**config.mk**
```make
export PLATFORM = sky130hd
export DESIGN_NAME = mf_peak_trigger
export DESIGN_NICKNAME = d
export VERILOG_FILES = /design/src/rtl/mf_trig_pkg.sv /design/src/rtl/mf_abs_sat.sv /design/src/rtl/mf_peak_trigger.sv
export SDC_FILE = /design/constraint.sdc
export NUM_CORES = 1
export LEC_CHECK = 0
export CAP_MARGIN = 20
export CORE_MARGIN = 5
export CORE_UTILIZATION = 47
export DETAILED_ROUTE_END_ITERATION = 10
export GPL_TIMING_DRIVEN = 0
export PLACE_DENSITY = 0.68
export SLEW_MARGIN = 10
export SYNTH_ARGS = -nofsm -noshare
export SYNTH_HDL_FRONTEND = slang
export SYNTH_SLANG_ARGS = --single-unit
```
**constraint.sdc**
```tcl
create_clock -name clk_i -period 3.64 [get_ports clk_i]
set_input_delay 0.728 -clock clk_i [delete_from_list [all_inputs] [get_ports clk_i]]
set_output_delay 0.728 -clock clk_i [all_outputs]
set_load 0.05 [all_outputs]
```
**src/rtl/mf_trig_pkg.sv**
```systemverilog
// Shared definitions for the matched-filter peak trigger.
// Contents:
//   - state encoding constants and the FSM state enum
//   - legal range of the peak-search window length
package mf_trig_pkg;

  localparam logic [1:0] ST_IDLE_ENC    = 2'd0;
  localparam logic [1:0] ST_ARMED_ENC   = 2'd1;
  localparam logic [1:0] ST_PEAK_ENC    = 2'd2;
  localparam logic [1:0] ST_HOLDOFF_ENC = 2'd3;

  typedef enum logic [1:0] {
    S_IDLE    = ST_IDLE_ENC,
    S_ARMED   = ST_ARMED_ENC,
    S_PEAK    = ST_PEAK_ENC,
    S_HOLDOFF = ST_HOLDOFF_ENC
  } state_e;

  localparam int unsigned PEAK_WIN_MIN = 2;
  localparam int unsigned PEAK_WIN_MAX = 255;

endpackage

```
**src/rtl/mf_abs_sat.sv**
```systemverilog
// Registered saturating absolute value (one clock latency).
// Ports:
//   clk_i  - clock
//   rst_ni - asynchronous active-low reset
//   x_i    - two's-complement input, W bits
//   mag_o  - |x_i| in W-1 bits; the most negative input saturates to all ones
module mf_abs_sat #(
  parameter int unsigned W = 16
) (
  input  logic         clk_i,
  input  logic         rst_ni,
  input  logic [W-1:0] x_i,
  output logic [W-2:0] mag_o
);

  logic [W-2:0] mag_d;
  logic [W-2:0] mag_q;

  // For any negative value other than the minimum, the negation fits in W-1
  // bits, so only the low bits of ~x+1 are needed.
  always_comb begin
    mag_d = x_i[W-2:0];
    if (x_i[W-1]) begin
      if (x_i[W-2:0] == '0) mag_d = '1;
      else                  mag_d = (~x_i[W-2:0]) + 1'b1;
    end
  end

  always_ff @(posedge clk_i or negedge rst_ni) begin
    if (!rst_ni) mag_q <= '0;
    else         mag_q <= mag_d;
  end

  assign mag_o = mag_q;

endmodule

```
**src/rtl/mf_peak_trigger.sv**
```systemverilog
// Peak trigger behind the matched filter. Two signed samples per clock are
// turned into saturated magnitudes, the larger of each pair is compared to a
// threshold, and the first crossing opens a PEAK_WIN-clock search window whose
// maximum (with its sample index {ts, lane}) is reported with a one-clock
// trigger pulse. A programmable holdoff follows before re-arming.
// Ports:
//   clk_i, rst_ni      - clock, asynchronous active-low reset
//   in0_i, in1_i       - signed filter outputs, lane 0 earlier than lane 1
//   enable_i           - level arm; low forces IDLE and discards a window
//   threshold_i        - unsigned magnitude threshold (strictly-greater test)
//   holdoff_i          - holdoff length, latched when the trigger fires
//   trig_o             - one-clock trigger pulse
//   trig_peak_o        - window maximum magnitude, held
//   trig_time_o        - sample index of the peak, {ts, lane}, held
//   trig_count_o       - wrapping trigger count
//   state_o            - current FSM state
module mf_peak_trigger
  import mf_trig_pkg::*;
#(
  parameter int unsigned INBITS   = 16,
  parameter int unsigned TSBITS   = 32,
  parameter int unsigned PEAK_WIN = 4
) (
  input  logic              clk_i,
  input  logic              rst_ni,
  input  logic [INBITS-1:0] in0_i,
  input  logic [INBITS-1:0] in1_i,
  input  logic              enable_i,
  input  logic [INBITS-2:0] threshold_i,
  input  logic [15:0]       holdoff_i,
  output logic              trig_o,
  output logic [INBITS-2:0] trig_peak_o,
  output logic [TSBITS:0]   trig_time_o,
  output logic [15:0]       trig_count_o,
  output logic [1:0]        state_o
);

  localparam int unsigned MW       = INBITS - 1;
  localparam logic [7:0]  WIN_LAST = 8'(PEAK_WIN - 1);

  if (PEAK_WIN < PEAK_WIN_MIN || PEAK_WIN > PEAK_WIN_MAX) begin : g_bad_win
    $error("mf_peak_trigger: PEAK_WIN out of legal range");
  end

  // Free-running timestamp and its copy travelling with stage 1.
  logic [TSBITS-1:0] ts_q;
  logic [TSBITS-1:0] ts1_q;

  always_ff @(posedge clk_i or negedge rst_ni) begin
    if (!rst_ni) begin
      ts_q  <= '0;
      ts1_q <= '0;
    end else begin
      ts_q  <= ts_q + 1'b1;
      ts1_q <= ts_q;
    end
  end

  // Stage 1: saturated magnitudes.
  logic [MW-1:0] mag0;
  logic [MW-1:0] mag1;

  mf_abs_sat #(.W(INBITS)) u_abs0 (
    .clk_i  (clk_i),
    .rst_ni (rst_ni),
    .x_i    (in0_i),
    .mag_o  (mag0)
  );

  mf_abs_sat #(.W(INBITS)) u_abs1 (
    .clk_i  (clk_i),
    .rst_ni (rst_ni),
    .x_i    (in1_i),
    .mag_o  (mag1)
  );

  // Stage 2: pair maximum (lane 0 wins ties) and threshold test.
  logic              lane_d;
  logic [MW-1:0]     pmax_d;
  logic              above_d;
  logic [MW-1:0]     pmax_q;
  logic              plane_q;
  logic [TSBITS-1:0] pts_q;
  logic              above_q;

  always_comb begin
    lane_d  = (mag1 > mag0);
    pmax_d  = lane_d ? mag1 : mag0;
    above_d = (pmax_d > threshold_i);
  end

  always_ff @(posedge clk_i or negedge rst_ni) begin
    if (!rst_ni) begin
      pmax_q  <= '0;
      plane_q <= 1'b0;
      pts_q   <= '0;
      above_q <= 1'b0;
    end else begin
      pmax_q  <= pmax_d;
      plane_q <= lane_d;
      pts_q   <= ts1_q;
      above_q <= above_d;
    end
  end

  // Window running max including the current stage-2 pair; strictly greater
  // replaces, so the earliest sample keeps ties.
  state_e          state_q;
  logic [MW-1:0]   wmax_q;
  logic [TSBITS:0] widx_q;
  logic [7:0]      win_cnt_q;
  logic [15:0]     hold_q;
  logic            trig_q;
  logic [MW-1:0]   peak_q;
  logic [TSBITS:0] time_q;
  logic [15:0]     count_q;
  logic [MW-1:0]   wmax_d;
  logic [TSBITS:0] widx_d;

  always_comb begin
    wmax_d = wmax_q;
    widx_d = widx_q;
    if (pmax_q > wmax_q) begin
      wmax_d = pmax_q;
      widx_d = {pts_q, plane_q};
    end
  end

  always_ff @(posedge clk_i or negedge rst_ni) begin
    if (!rst_ni) begin
      state_q   <= S_IDLE;
      wmax_q    <= '0;
      widx_q    <= '0;
      win_cnt_q <= '0;
      hold_q    <= '0;
      trig_q    <= 1'b0;
      peak_q    <= '0;
      time_q    <= '0;
      count_q   <= '0;
    end else begin
      trig_q <= 1'b0;
      if (!enable_i) begin
        state_q <= S_IDLE;
      end else begin
        case (state_q)
          S_IDLE: state_q <= S_ARMED;
          S_ARMED: begin
            if (above_q) begin
              wmax_q    <= pmax_q;
              widx_q    <= {pts_q, plane_q};
              win_cnt_q <= 8'd1;
              state_q   <= S_PEAK;
            end
          end
          S_PEAK: begin
            if (win_cnt_q == WIN_LAST) begin
              trig_q  <= 1'b1;
              peak_q  <= wmax_d;
              time_q  <= widx_d;
              count_q <= count_q + 16'd1;
              hold_q  <= holdoff_i;
              state_q <= S_HOLDOFF;
            end else begin
              wmax_q    <= wmax_d;
              widx_q    <= widx_d;
              win_cnt_q <= win_cnt_q + 8'd1;
            end
          end
          S_HOLDOFF: begin
            if (hold_q == '0) state_q <= S_ARMED;
            else              hold_q  <= hold_q - 16'd1;
          end
          default: state_q <= S_IDLE;
        endcase
      end
    end
  end

  assign trig_o       = trig_q;
  assign trig_peak_o  = peak_q;
  assign trig_time_o  = time_q;
  assign trig_count_o = count_q;
  assign state_o      = state_q;

endmodule

```
==> metrics.cfg <==
[grt]
overflow=0
grt_max_degree=117
grt_pass1_wl_mm=44.42
grt_pass1_vias=9020
grt_antenna_before_repair=0
grt_usage_pct=17.35

[sta]
final-setup-viol-count=0
maxSlewHeadroom_pct=49.60
tightest_slew_ps=749.1
layout_min_cycle_time_ps=3436
fmax_mhz=291.0
setup_tns_ps=0
hold_viol_final=0
drv_slew=0
timing.hold.ws_ps=175.7
finalCritPeriodShare_pct=94.40
fin_worst_skew_ps=11.40
setup_slack_ps=204.0

[power_and_ir_drop]
pwr-share-comb_pct=30.1
swShare_pct=33.14
p_sw_uw=3237
power.leakage_uw=0.007251
power_per_cell_area_nw_per_um2=629.8
p_seq_share_pct=39.5
total_power_uw=9769
irDropWorstVdd_uv=453.5
internal-power_uw=6532
clkPwrFrac_pct=30.4

[drt]
vias=8885
wl_per_cell_um=15.51
drtIter0Drc=451
antenna_left=0
via_per_inst=5.282
routed_wl_mm=26.08
first_pass_iters=5
drc_errors=0

[synthesis]
ys_ff_latch=282
syn_area_sq_um=12630
synth_warnings=0
ys_types=56
syn_inst=1147
yosysSeqAreaShare_pct=55.89
synth_fp_nets=1267
ys.flop_type=dfrtp_1
synth-async-reset-ratio_pct=100.0
syn_avg_cell_area_sq_um=11.01
synth-edff-count=0

[setup_path]
r2r_setup_slack_ps=200
cp_top_family=simple AND/OR/NAND/NOR gates
setup.worst_path.start_class=flip-flop
cp_num_buf_inv=3
worstReg2RegEnd=above_q
critPathKind=flip-flop to flip-flop
cp_slowest_cell=or4_1
reg2reg_depth=15
path_max_fanout=10
r2r_start=u_abs0.mag_o[14]
cp_data_required_time_ps=4090
cp.arrival_ps=3880
endpoint_kind=flip-flop
crit_path_max_incr_delay_ps=560
path_cells=inv_1 > ha_1 > nand4_1 > or4_1 > buf_4 > buf_4 > nand2_1 > o21ai_0 > ha_1 > nand4_1 > nor3_2 > o21ai_0 > a21oi_1 > nor4_2 > a31oi_1

[layout]
layout-drive-gt1-share_pct=11.33
n_antenna_cell=0
regArea_sq_um=7057
nFillCells=2262
multi_input_area_sq_um=5160
stdcell_count=1682
syn2layout_area_growth_pct=22.84
final_common_cell=dfrtp_1
final_cell_mix=282 x dfrtp_1, 157 x nand2_1, 131 x clkdlybuf4s50_1
fin_nets=1439

[floorplanning]
rows=60
initial_core_util_pct=47.24
dieHeight_um=173.9
die_area_sq_um=30240
core_area_sq_um=26730
pin_count=133
die_w_um=173.9

[worst_hold_path]
holdCritPathClass=input port to async pin

[placed_design]
gp_congestion=0.8443
numPlacedInstances=1622
hpwl_mm=18.82
port_buffers=132
dp_slack_ps=-566.5

[clocking]
numCtsBuffers=29
clock_latency_ps=550
cts_tree=yes
clk_pin_slew_ps=60
cts-root-buf=clkbuf_16
htree_num_levels=1
cts.sinks=282
cts.path.max_buffers=3

[run_status]
status=finished clean

[run]
cap_viol_max_count=0

==> cell families (layout without fill, tap and decap cells) <==
| family | count (synthesis) | after routing | share of synthesized area (%) |
|---|---|---|---|
| simple gates | 314 | 314 | 11.91 |
| compound gates | 220 | 220 | 10.09 |
| flops | 282 | 282 | 55.89 |
| xor+xnor | 73 | 73 | 5.064 |
| buf+inv | 106 | 300 | 3.449 |
| mux | 98 | 98 | 8.245 |
| fa+ha+maj | 54 | 54 | 5.351 |
==> sequential cells by signal (all words and copies together), names as in the netlist, 16 cells and up <==
signal        cells
ts1_q            32
widx_q           33
trig_time_o      33
hold_q           16
pts_q            32
trig_count_o     16
ts_q             32
==> per-stage QoR <==
step / instance area [sq um] / utilization, %
finish: 15510 / 58.03
global route: 15510 / 58.03
CTS: 15450 / 57.81
detailed placement: 14430 / 54.01
global placement: 14370 / 53.78
floorplan: 12630 / -
==> what timing repair did <==
item                                   4_1_cts  5_1_grt
setup buffers                                2        5
setup endpoints to repair                    1        1
hold buffers                                 0        0
resized for setup                           11       15
cloned                                       0        0
pin swaps                                    2        3
endpoints found under the hold margin        0        0
==> power groups by stage <==
stage               sequential (uW)  clock (uW)  combinational, uW
floorplan                      4140           0               1790
global placement               3900           0               2850
detailed placement             3910           0               2920
CTS                            3860        3040               2950
global route                   3920        3170               3250
finish                         3860        2970               2940
==> layer usage <==
metal  global-route usage, %  up-vias  wire, um
met1                   24.16     4310     12020
met2                   28.85      190     12350
met5                       0        -         0
met3                   2.936       37      1272
met4                   3.893        0       442
li1                        -     4348         -
==> cells in the mapped netlist, types with 19 or more instances <==
master    instances  area share [%]
nor2_1           34             1.0
nand4_1          19            0.94
a31oi_1          19            0.94
mux2i_1          50             4.0
a21oi_1          40             1.6
dfrtp_1         282              56
o21ai_0         102             4.0
xnor2_1          43             3.0
ha_1             54             5.4
clkbuf_1         25            0.74
nand3_1          29             1.1
nand2_1         157             4.7
xor2_1           30             2.1
inv_1            62             1.8
mux2_2           48             4.3
==> cell type report <==
class | count | share of cell area (%)
Buffer | 43 | 1.388
Clock buffer | 38 | 5.348
Clock inverter | 15 | 0.9761
Inverter | 63 | 1.525
Multi-Input combinational cell | 759 | 33.27
Sequential cell | 282 | 45.50
Tap cell | 341 | 2.751
Timing Repair Buffer | 141 | 9.245
==> worst max path at each step <==
| stage | cells after the start | endpoint | startpoint | slack (ps) |
|---|---|---|---|---|
| finish | 15 | above_q | u_abs0.mag_o[14] | 200 |
| global route | 15 | above_q | u_abs0.mag_o[10] | -6 |
| CTS | 15 | above_q | u_abs0.mag_o[10] | 30 |
| detailed placement | 16 | above_q | u_abs0.mag_o[1] | -570 |
| global placement | 1 | ts1_q[22] | rst_ni | -10010 |
| floorplan | 15 | above_q | u_abs0.mag_o[13] | 330 |
(Power assumes the default switching activity.)
